==> src/rtl/request_pkg.sv <==
// Shared constants and types for the request capture block.
package request_pkg;

  localparam int NCH_C = 4;
  localparam int DROP_W = 8;
  localparam logic [DROP_W-1:0] DROP_MAX = 8'd255;

  typedef logic [NCH_C-1:0] req_vec_t;

  function automatic logic [2:0] popcount4(input req_vec_t v);
    logic [2:0] n;
    n = '0;
    for (int i = 0; i < NCH_C; i++) begin
      n = n + {2'b00, v[i]};
    end
    return n;
  endfunction

endpackage

==> src/rtl/debounce_ch.sv <==
// One request channel: 2-flop synchronizer, stability counter, debounced level
// and a registered one-cycle pulse on each accepted 0->1 change.
module debounce_ch #(
  parameter int DB_CYCLES = 500000
) (
  input  logic clk,
  input  logic reset_n,
  input  logic btn_i,
  output logic rise_o
);

  localparam int CW = $clog2(DB_CYCLES);
  localparam logic [CW-1:0] CNT_LAST = CW'(DB_CYCLES - 1);

  logic          sync1_q;
  logic          sync2_q;
  logic          stable_q;
  logic          rise_q;
  logic [CW-1:0] cnt_q;

  always_ff @(posedge clk or negedge reset_n) begin
    if (!reset_n) begin
      sync1_q  <= 1'b0;
      sync2_q  <= 1'b0;
      stable_q <= 1'b0;
      rise_q   <= 1'b0;
      cnt_q    <= '0;
    end else begin
      sync1_q <= btn_i;
      sync2_q <= sync1_q;
      rise_q  <= 1'b0;
      if (sync2_q == stable_q) begin
        cnt_q <= '0;
      end else if (cnt_q == CNT_LAST) begin
        // Level held long enough: accept it; only a new high level is an event.
        stable_q <= sync2_q;
        cnt_q    <= '0;
        rise_q   <= sync2_q;
      end else begin
        cnt_q <= cnt_q + 1'b1;
      end
    end
  end

  assign rise_o = rise_q;

endmodule

==> src/rtl/request_capture.sv <==
// Debounced request capture: latches rise events into a pending vector that the
// downstream encoder clears with ack, counting events lost to already-pending bits.
module request_capture
  import request_pkg::*;
#(
  parameter int DB_CYCLES = 500000,
  parameter int NCH       = 4
) (
  input  logic              clk,
  input  logic              reset_n,
  input  logic [NCH-1:0]    btn,
  input  logic              ack,
  input  logic [1:0]        ack_idx,
  output logic [NCH-1:0]    req,
  output logic [DROP_W-1:0] drop_cnt
);

  localparam int SW = DROP_W + 1;

  logic [NCH-1:0]    rise;
  logic [NCH-1:0]    ack_mask;
  logic [NCH-1:0]    drop_vec;
  logic [NCH-1:0]    req_q;
  logic [NCH-1:0]    req_d;
  logic [DROP_W-1:0] drop_q;
  logic [DROP_W-1:0] drop_d;
  logic [SW-1:0]     drop_sum;

  for (genvar gi = 0; gi < NCH; gi++) begin : g_ch
    debounce_ch #(
      .DB_CYCLES(DB_CYCLES)
    ) u_ch (
      .clk    (clk),
      .reset_n(reset_n),
      .btn_i  (btn[gi]),
      .rise_o (rise[gi])
    );
  end

  always_comb begin
    ack_mask = '0;
    if (ack) begin
      ack_mask[ack_idx] = 1'b1;
    end
    // A rise coinciding with an ack on the same channel re-arms it instead of dropping.
    drop_vec = rise & req_q & ~ack_mask;
    req_d    = (req_q & ~ack_mask) | rise;
    drop_sum = {1'b0, drop_q} + SW'(popcount4(drop_vec));
    drop_d   = (drop_sum > {1'b0, DROP_MAX}) ? DROP_MAX : drop_sum[DROP_W-1:0];
  end

  always_ff @(posedge clk or negedge reset_n) begin
    if (!reset_n) begin
      req_q  <= '0;
      drop_q <= '0;
    end else begin
      req_q  <= req_d;
      drop_q <= drop_d;
    end
  end

  assign req      = req_q;
  assign drop_cnt = drop_q;

endmodule
==> config.mk <==
export PLATFORM = sky130hd
export DESIGN_NAME = request_capture
export DESIGN_NICKNAME = d
export VERILOG_FILES = /design/src/rtl/request_pkg.sv /design/src/rtl/debounce_ch.sv /design/src/rtl/request_capture.sv
export SDC_FILE = /design/constraint.sdc
export NUM_CORES = 1
export LEC_CHECK = 0
export ABC_AREA = 1
export CORE_UTILIZATION = 35
export CTS_CLUSTER_SIZE = 16
export DETAILED_ROUTE_END_ITERATION = 10
export PLACE_DENSITY = 0.57
export SYNTH_ARGS = -nofsm -noshare
export SYNTH_HDL_FRONTEND = slang
export SYNTH_SLANG_ARGS = --single-unit
==> constraint.sdc <==
create_clock -name clk -period 4.65 [get_ports clk]
set_input_delay 0.465 -clock clk [delete_from_list [all_inputs] [get_ports clk]]
set_output_delay 0.465 -clock clk [all_outputs]
set_load 0.02 [all_outputs]
==> key figures, run 1 <==
Run status
  – Status: finished clean

Final layout
  – NumNets Final: 785
  – Layout area overhead: 13.3%
  – Inserted Diodes: 0
  – Commonest non-fill, non-tap cell in the layout: nand2_1
  – Layout cells sized above 1: 0.0712
  – Non-filler instance count after layout: 984
  – Most frequent cells in the layout: nand2_1 (183), nor2_1 (176), dfrtp_1 (104)

STA
  – Final slew viol count: 0
  – Final Setup Violations: 0
  – Fin Setup TNS: 0 ps
  – Period utilisation layout: 0.610
  – Slew @ Worst Pin: 1040 ps
  – Final Hold Violating Endpoints: 0
  – Worst Skew: 6.69 ps
  – RSZ-0062 raised after global routing: false
  – Tmin final: 2840 ps
  – Max-Slew Margin vs Limit: 0.303
  – Post-route setup slack: 1810 ps
  – Fmax achieved: 353 MHz

Critical path
  – CP startpoint kind: input pin
  – CP startpoint: ack_idx[0]
  – Crit end category: flop
  – Crit Path Max Fanout: 7
  – Critical path required time: 4920 ps
  – Crit path DAT: 3100 ps
  – Crit path to: drop_cnt[2]
  – R2R depth: 10
  – RR Startpoint: req[0]
  – Reg-to-reg endpoint: drop_cnt[2]
  – Internal reg-to-reg setup slack: 2220 ps
  – CP Class: input pin to flop

Synthesis
  – Mapped Cells: 738
  – Sequential share of the synthesized area: 0.467
  – Synthesized cell area: 5580 µm²
  – Main synth FF type: dfrtp_1
  – Synth cell types: 33
  – Async SR Flop Fraction: 1.00
  – Mapped Nets: 755
  – Warnings from Yosys: 0
  – Yosys reg bits: 104
  – Avg Inst Size Synth: 7.56 µm²
  – Post-synth EDFFs: 0

Placed design
  – Gpl congestion: 0.837
  – Post-DP HPWL: 8.37 mm
  – Post-place setup slack: 1440 ps
  – Port Buffers: 20
  – Post-placement cell count: 968

Global routing
  – Largest net degree at the start of global routing: 75
  – Global-route wire length before repair: 19.4 mm
  – Grt total ovfl: 0
  – GRT Total Usage: 0.150
  – Initial antenna violation count: 0
  – Vias in the first global route: 4117

Die
  – Effective utilization at floorplan: 0.363
  – Row Count: 45
  – Die height: 128 µm
  – Chip width: 128 µm
  – Die Area: 16400 µm²
  – Core area: 15400 µm²
  – # IOs: 21

Power and ir drop
  – VDD IR max: 203 µV
  – Total chip power: 1.71 mW
  – Pwr dens: 270 nW/µm²
  – Lkg Pwr: 2.90 nW

CTS
  – Clk Latency, worst-skew pair: 350 ps
  – Hold_buf cts: 0
  – Root buf cell: clkbuf_16
  – Postcts setup bufs: 0
  – Worst-path clk slew: 70 ps
  – CTS tree: yes
  – H-Tree Depth: 3
  – Clock Sinks: 104
  – Post-cts resize count: 0
  – Max Root-Sink Buffers: 2
  – Cts bufs inserted: 9

Drt
  – Drt via density: 4.43
  – Per-cell routed wire length: 11.3 µm
  – 1st-pass router iterations: 4
  – DRT antenna net count: 0
  – Total number of vias: 4361
  – DRC: 0
  – Final wirelength: 11.2 mm
  – Initial drt markers: 201

Run
  – Max cap viols: 0

Worst hold path
  – Min-delay worst type: input pin to asynchronous set/reset pin
[worst min path at each step]
stage,slack (ps),end
after floorplan,170,drop_cnt[0]
after global placement,330,g_ch[3].u_ch.sync2_q
after global routing,330,drop_cnt[3]
after detailed placement,340,g_ch[3].u_ch.sync2_q
final,240,drop_cnt[7]
after CTS,290,drop_cnt[7]
[cell usage after synthesis (2+ instances only)]
master,number,area share
a21o_1,4,0.0054
a21oi_1,6,0.0054
buf_2,2,0.0018
dfrtp_1,104,0.47
fa_1,3,0.011
ha_1,5,0.011
inv_1,89,0.060
inv_2,3,0.0020
nand2_1,183,0.12
nand2_2,7,0.0079
nand3_1,45,0.040
nand3b_1,2,0.0027
nand4_1,14,0.016
nor2_1,176,0.12
nor2_2,16,0.018
nor2_4,3,0.0061
nor3_1,15,0.013
nor3b_1,6,0.0081
o21a_1,2,0.0027
o21ai_0,6,0.0054
xnor2_1,6,0.0094
xnor2_2,2,0.0058
xor2_1,29,0.046
[through the flow]
step / hold WS, ps / cell area [µm²] / utilization
CTS: 294 / 6320 / 0.411
finish: 240 / 6320 / 0.411
global placement: 334 / 6040 / 0.393
global route: 333 / 6320 / 0.411
detailed placement: 336 / 6040 / 0.393
floorplan: 169 / 5580 / -
[critical path, cell delays in order]
cell and delay, ps:
clkdlybuf4s50_1 500, inv_1 60, nand3_1 100, nand3_1 100, fa_1 490, fa_1 420, inv_1 100, fa_1 190
nand2_1 70, inv_1 70, nand3_1 110, nand3b_1 310, o21ai_0 130
[sequential cells by signal (all words and copies together), names as in the netlist]
| name | cells |
|---|---|
| g_ch.u_ch.cnt_q | 76 |
| drop_cnt | 8 |
| g_ch.u_ch.rise_o | 4 |
| g_ch.u_ch.stable_q | 4 |
| g_ch.u_ch.sync1_q | 4 |
| g_ch.u_ch.sync2_q | 4 |
| req | 4 |
[where the power goes]
group | total [mW] | switching (mW) | internal, mW
Combinational | 0.0605 | 0.0426 | 0.0179
Clock | 0.723 | 0.343 | 0.380
Sequential | 0.925 | 0.00899 | 0.916
Total | 1.71 | 0.395 | 1.31
[area by class of cell]
cell class | instances | area (µm²)
sequential | 104 | 2600
clock buffer | 10 | 239
inverter | 93 | 349
clock inverter | 6 | 42.5
multi-input combinational | 538 | 2610
timing repair buffer | 22 | 213
tap | 211 | 264
fill | 1602 | 9050
[metal layers]
layer	track usage	part of all wire	vias to the layer above
li1	-	-	2333
met1	0.198	0.50	1974
met2	0.244	0.46	48
met3	0.0392	0.025	6
met4	0.0367	0.011	0
met5	0	0	-
[cell families after synthesis]
kind of cell / synth area share
simple gates: 0.362
compound gates: 0.0238
xor+xnor: 0.0608
buf+inv: 0.0651
fa+ha+maj: 0.0220
flops: 0.467
No activity file was read; power rests on OpenSTA's default activity.
==> run 2, diff against run 1 <==
PLACE_DENSITY = 0.58   (was 0.57)
clock period = 2.32 ns   (was 4.65 ns; I/O delays follow)
==> key figures, run 2 (same netlist as run 1, synthesis figures left out) <==
STA
  – Slew @ Worst Pin: 514 ps (was 1040 ps)
  – Max-Slew Margin vs Limit: 0.656 (was 0.303)
  – Fmax achieved: 442 MHz
  – Tmin final: 2260 ps
  – Fin Setup TNS: 0 ps (unchanged)
  – RSZ-0062 raised after global routing: true (was false)
  – Final slew viol count: 0 (unchanged)
  – Period utilisation layout: 0.975
  – Worst Skew: 9.56 ps (was 6.69 ps)
  – Final Setup Violations: 0 (unchanged)
  – Final Hold Violating Endpoints: 0 (unchanged)

Final layout
  – NumNets Final: 802 (was 785)
  – Number of fill cells: 1589 (was 1602)
  – Most frequent cells in the layout: nand2_1 (182), nor2_1 (175), dfrtp_1 (101) (was nand2_1 (183), nor2_1 (176), dfrtp_1 (104))
  – Most flops, register: g_ch.u_ch.cnt_q (unchanged)
  – Non-filler instance count after layout: 1001 (was 984)
  – Reg area: 2610 µm² (was 2600 µm²)
  – Commonest non-fill, non-tap cell in the layout: nand2_1 (unchanged)
  – Layout area overhead: 16.8% (was 13.3%)
  – Layout cells sized above 1: 0.106 (was 0.0712)
  – Area of the multi-input gates: 2650 µm² (was 2610 µm²)
  – Max reg flops: 76 (unchanged)
  – Inserted Diodes: 0 (unchanged)

CTS
  – CTS tree: yes (unchanged)
  – Root buf cell: clkbuf_16 (unchanged)
  – Clk Latency, worst-skew pair: 350 ps (about the same)
  – H-Tree Depth: 3 (unchanged)
  – Max Root-Sink Buffers: 2 (unchanged)
  – Clock Sinks: 104 (unchanged)
  – Worst-path clk slew: 70 ps (about the same)
  – Cts bufs inserted: 9 (unchanged)

Global routing
  – Grt total ovfl: 0 (unchanged)
  – GRT Total Usage: 0.163 (was 0.150)
  – Vias in the first global route: 4376 (was 4117)
  – Global-route wire length before repair: 20.9 mm (was 19.4 mm)
  – Largest net degree at the start of global routing: 61 (was 75)
  – Initial antenna violation count: 0 (unchanged)

Worst hold path
  – Worst hold path depth: 1
  – Min-delay worst type: input pin to flop (was input pin to asynchronous set/reset pin)

Run
  – Max cap viols: 0 (unchanged)

Placed design
  – Post-DP HPWL: 9.11 mm (was 8.37 mm)
  – Port Buffers: 20 (unchanged)
  – Gpl congestion: 0.881 (was 0.837)
  – Post-placement cell count: 982 (was 968)

Critical path
  – CP startpoint kind: flop (was input pin)
  – Crit path DAT: 2540 ps (was 3100 ps)
  – Crit end category: flop (unchanged)
  – CP Class: flop to flop (was input pin to flop)
  – R2R depth: 10 (unchanged)
  – Critical path required time: 2600 ps (was 4920 ps)
  – Crit Path Max Fanout: 7 (unchanged)

Die
  – # IOs: 21 (unchanged)
  – Die height: 128 µm (unchanged)
  – Row Count: 45 (unchanged)
  – Core area: 15400 µm² (unchanged)
  – Effective utilization at floorplan: 0.363 (unchanged)
  – Die Area: 16400 µm² (unchanged)
  – Chip width: 128 µm (unchanged)

Drt
  – Final wirelength: 12.2 mm (was 11.2 mm)
  – Initial drt markers: 224 (was 201)
  – Per-cell routed wire length: 12.2 µm (was 11.3 µm)
  – DRC: 0 (unchanged)
  – Total number of vias: 4540 (was 4361)
  – 1st-pass router iterations: 8 (was 4)
  – DRT antenna net count: 0 (unchanged)
  – Drt via density: 4.54 (was 4.43)

Power and ir drop
  – Lkg Pwr: 2.98 nW (was 2.90 nW)
  – Clock group share of total power: 0.437 (was 0.423)
  – Switching power: 0.802 mW (was 0.395 mW)
  – Pwr dens: 542 nW/µm² (was 270 nW/µm²)
  – Switching share of power: 0.227 (was 0.231)
  – VDD IR max: 368 µV (was 203 µV)
  – Combinational power share: 0.038 (was 0.035)
  – Sequential Power Share: 0.525 (was 0.541)
  – Int Pwr: 2.73 mW (was 1.31 mW)

Run status
  – Status: finished clean (unchanged)
-- run 2: cell types whose count changed in the layout (fill, tap and decap cells not counted), sizes merged --
cell           before  now
buf                 3   19
bufinv              0    1
clkbuf             10   11
clkdlybuf4s50      19   16
clkinv              3    2
clkinvlp            2    1
dlygate4sd2         0    3
dlygate4sd3         0    1
-- run 2: metal layers --
metal	global-route usage	vias to the layer above	wire, µm
li1	-	2369	-
met1	0.237	2100	6270
met2	0.233	58	5090
met3	0.0413	13	630
met4	0.0588	0	195
met5	0	-	0
-- run 2: final cells by class --
| cell class | count | share of cell area |
|---|---|---|
| clock buffer | 11 | 0.0357 |
| clock inverter | 5 | 0.00980 |
| inverter | 93 | 0.0536 |
| multi-input combinational | 538 | 0.406 |
| sequential | 104 | 0.400 |
| tap | 211 | 0.0405 |
| timing repair buffer | 39 | 0.0540 |
-- run 2: worst max-delay path: stages (launching register included) --
cell and delay, ps:
dfrtp_1 360, nand3_2 90, fa_1 470, fa_2 350
inv_2 70, fa_2 200, nand2_2 60, inv_2 60
nand3_2 60, nand3b_1 310, o21ai_1 160
-- run 2: power by group through the flow --
stage / Sequential, mW / Clock, mW / Combinational (mW)
2_1_floorplan: 1.88 / 0 / 0.0558
3_3_place_gp: 1.89 / 0 / 0.139
3_5_place_dp: 1.89 / 0 / 0.140
4_1_cts: 1.85 / 1.59 / 0.141
5_1_grt: 1.86 / 1.68 / 0.160
6_report: 1.85 / 1.54 / 0.135
-- run 2: worst paths after layout --
check	start	to	slack, ps
min in group asynchronous	reset_n	g_ch[1].u_ch.cnt_q[15]	380
setup reg to reg	g_ch[2].u_ch.rise_o	drop_cnt[2]	60
setup / recovery	g_ch[2].u_ch.rise_o	drop_cnt[2]	60
max in group asynchronous	reset_n	g_ch[2].u_ch.cnt_q[0]	1260
hold reg to reg	g_ch[2].u_ch.sync1_q	g_ch[2].u_ch.sync2_q	360
hold / removal	btn[3]	g_ch[3].u_ch.sync1_q	310
-- run 2: stage by stage --
| step | power (mW) | hold slack [ps] | cell area [µm²] | util | setup slack, ps |
|---|---|---|---|---|---|
| final | 3.53 | 314 | 6510 | 0.424 | 58.1 |
| after global routing | 3.70 | 311 | 6510 | 0.424 | -67.9 |
| after CTS | 3.59 | 304 | 6500 | 0.423 | 6.29 |
| after detailed placement | 2.03 | 226 | 6180 | 0.402 | -606 |
| after global placement | 2.03 | 225 | 6180 | 0.402 | -562 |
| after floorplan | 1.94 | -63.6 | 5600 | - | 19.3 |
-- run 2: what timing repair did --
action                     CTS  global route
hold buffers                 1             0
setup endpoints to repair    8             7
resized for setup            8             2
pin swaps                    3             5
buffers inserted             1             1
hold endpoints to repair    33             0
==> run 3, diff against run 2 <==
RECOVER_POWER = 50   (was default)
==> key figures, run 3 (same netlist as run 1, synthesis figures left out) <==
Global routing
  – GRT Total Usage: 0.163 (unchanged)
  – Initial antenna violation count: 0 (unchanged)
  – Grt total ovfl: 0 (unchanged)
  – Vias in the first global route: 4376 (unchanged)
  – Global-route wire length before repair: 20.9 mm (unchanged)
  – Largest net degree at the start of global routing: 61 (unchanged)

Critical path
  – Crit Path Max Fanout: 7 (unchanged)
  – Crit path DAT: 2550 ps (was 2540 ps)
  – Internal reg-to-reg setup slack: 40 ps (was 60 ps)
  – CP Class: flop to flop (unchanged)
  – RR Startpoint: g_ch[2].u_ch.rise_o (unchanged)
  – Critical path required time: 2600 ps (about the same)
  – Crit path to: drop_cnt[2] (unchanged)
  – CP startpoint: g_ch[2].u_ch.rise_o (unchanged)
  – Crit end category: flop (unchanged)
  – Reg-to-reg endpoint: drop_cnt[2] (unchanged)
  – CP startpoint kind: flop (unchanged)
  – R2R depth: 10 (unchanged)

CTS
  – Cts bufs inserted: 9 (unchanged)
  – Clock Sinks: 104 (unchanged)
  – H-Tree Depth: 3 (unchanged)
  – Worst-path clk slew: 70 ps (about the same)
  – CTS tree: yes (unchanged)
  – Clk Latency, worst-skew pair: 350 ps (about the same)
  – Max Root-Sink Buffers: 2 (unchanged)
  – Root buf cell: clkbuf_16 (unchanged)

Final layout
  – Layout area overhead: 16.4% (was 16.8%)
  – Layout cells sized above 1: 0.104 (was 0.106)
  – NumNets Final: 802 (unchanged)
  – Final Util: 0.422 (was 0.424)
  – Non-filler instance count after layout: 1001 (unchanged)
  – Most frequent cells in the layout: nand2_1 (182), nor2_1 (175), dfrtp_1 (101) (unchanged)
  – Commonest non-fill, non-tap cell in the layout: nand2_1 (unchanged)
  – Max reg flops: 76 (unchanged)
  – Most flops, register: g_ch.u_ch.cnt_q (unchanged)
  – Inserted Diodes: 0 (unchanged)

STA
  – Period utilisation layout: 0.981 (was 0.975)
  – Post-route setup slack: 43.1 ps (was 58.1 ps)
  – Fmax achieved: 439 MHz (was 442 MHz)
  – Final hold slack: 357 ps (was 314 ps)
  – RSZ-0062 raised after global routing: true (unchanged)
  – Final Setup Violations: 0 (unchanged)
  – Max-Slew Margin vs Limit: 0.417 (was 0.656)
  – Final slew viol count: 0 (unchanged)
  – Worst Skew: 10.2 ps (was 9.56 ps)
  – Slew @ Worst Pin: 874 ps (was 514 ps)
  – Final Hold Violating Endpoints: 0 (unchanged)
  – Tmin final: 2280 ps (was 2260 ps)

Drt
  – Initial drt markers: 235 (was 224)
  – Per-cell routed wire length: 12.2 µm (about the same)
  – 1st-pass router iterations: 7 (was 8)
  – Final wirelength: 12.2 mm (about the same)
  – Total number of vias: 4532 (was 4540)
  – DRC: 0 (unchanged)
  – DRT antenna net count: 0 (unchanged)
  – Drt via density: 4.53 (was 4.54)

Placed design
  – Port Buffers: 20 (unchanged)
  – Post-DP HPWL: 9.11 mm (unchanged)
  – Post-place setup slack: -606 ps (unchanged)
  – Gpl congestion: 0.881 (unchanged)
  – Post-placement cell count: 982 (unchanged)

Die
  – Die height: 128 µm (unchanged)
  – Effective utilization at floorplan: 0.363 (unchanged)
  – # IOs: 21 (unchanged)
  – Die Area: 16400 µm² (unchanged)
  – Chip width: 128 µm (unchanged)
  – Row Count: 45 (unchanged)
  – Core area: 15400 µm² (unchanged)

Power and ir drop
  – Total chip power: 3.53 mW (about the same)
  – Lkg Pwr: 2.97 nW (was 2.98 nW)
  – Pwr dens: 543 nW/µm² (was 542 nW/µm²)
  – VDD IR max: 368 µV (about the same)

Run status
  – Status: finished clean (unchanged)

Worst hold path
  – Min-delay src: g_ch[2].u_ch.sync1_q (was btn[3])
  – Min-delay worst type: flop to flop (was input pin to flop)

Run
  – Max cap viols: 0 (unchanged)
[run 3: worst max-delay path, cell delays in order, from the launching register on]
cell and delay, ps:
dfrtp_1 360, nand3_2 90, fa_1 470, fa_2 350
inv_2 70, fa_2 200, nand2_2 60, inv_2 60
nand3_2 60, nand3b_1 320, o21ai_1 160
[run 3: layout make-up]
type	count	area [µm²]
Fill cell	1591	8880
Multi-Input combinational cell	538	2650
Sequential cell	104	2610
Inverter	93	349
Timing Repair Buffer	39	329
Tap cell	211	264
Clock buffer	11	233
Clock inverter	5	63.8
[run 3: power by group]
| part | total, mW | leakage [nW] | switching [mW] | internal, mW |
|---|---|---|---|---|
| registers | 1.85 | 1.41 | 0.0176 | 1.84 |
| clock network | 1.55 | 0.141 | 0.698 | 0.848 |
| logic | 0.130 | 1.42 | 0.0902 | 0.0393 |
| total | 3.53 | 2.97 | 0.805 | 2.72 |
[run 3: what timing repair did]
| action | 4_1_cts | 5_1_grt |
|---|---|---|
| hold endpoints to repair | 33 | 0 |
| setup endpoints to repair | 8 | 7 |
| gates resized for setup | 8 | 2 |
| buffers inserted | 1 | 1 |
| pin swaps | 3 | 5 |
| hold buffers | 1 | 0 |
[run 3: metrics by stage]
stage / cell area (µm²) / setup TNS (ps)
2_1_floorplan: 5600 / 0
3_3_place_gp: 6180 / -4210
3_5_place_dp: 6180 / -4430
4_1_cts: 6500 / 0
5_1_grt: 6490 / -261
6_report: 6490 / 0
[run 3: worst min path at each step]
stage / endpoint / slack (ps) / cells past startpoint
after floorplan: drop_cnt[0] / -60 / 0
after global placement: g_ch[0].u_ch.cnt_q[13] / 220 / 1
after detailed placement: g_ch[0].u_ch.cnt_q[13] / 230 / 1
after CTS: g_ch[3].u_ch.sync1_q / 300 / 1
after global routing: g_ch[2].u_ch.sync2_q / 370 / 0
final: g_ch[2].u_ch.sync2_q / 360 / 0
[run 3: metal layers]
layer | GRT usage | vias up | wire length, µm | share of wire
li1 | - | 2367 | - | -
met1 | 0.237 | 2082 | 6280 | 0.52
met2 | 0.233 | 70 | 5060 | 0.41
met3 | 0.0413 | 13 | 657 | 0.054
met4 | 0.0588 | 0 | 196 | 0.016
met5 | 0 | - | 0 | 0
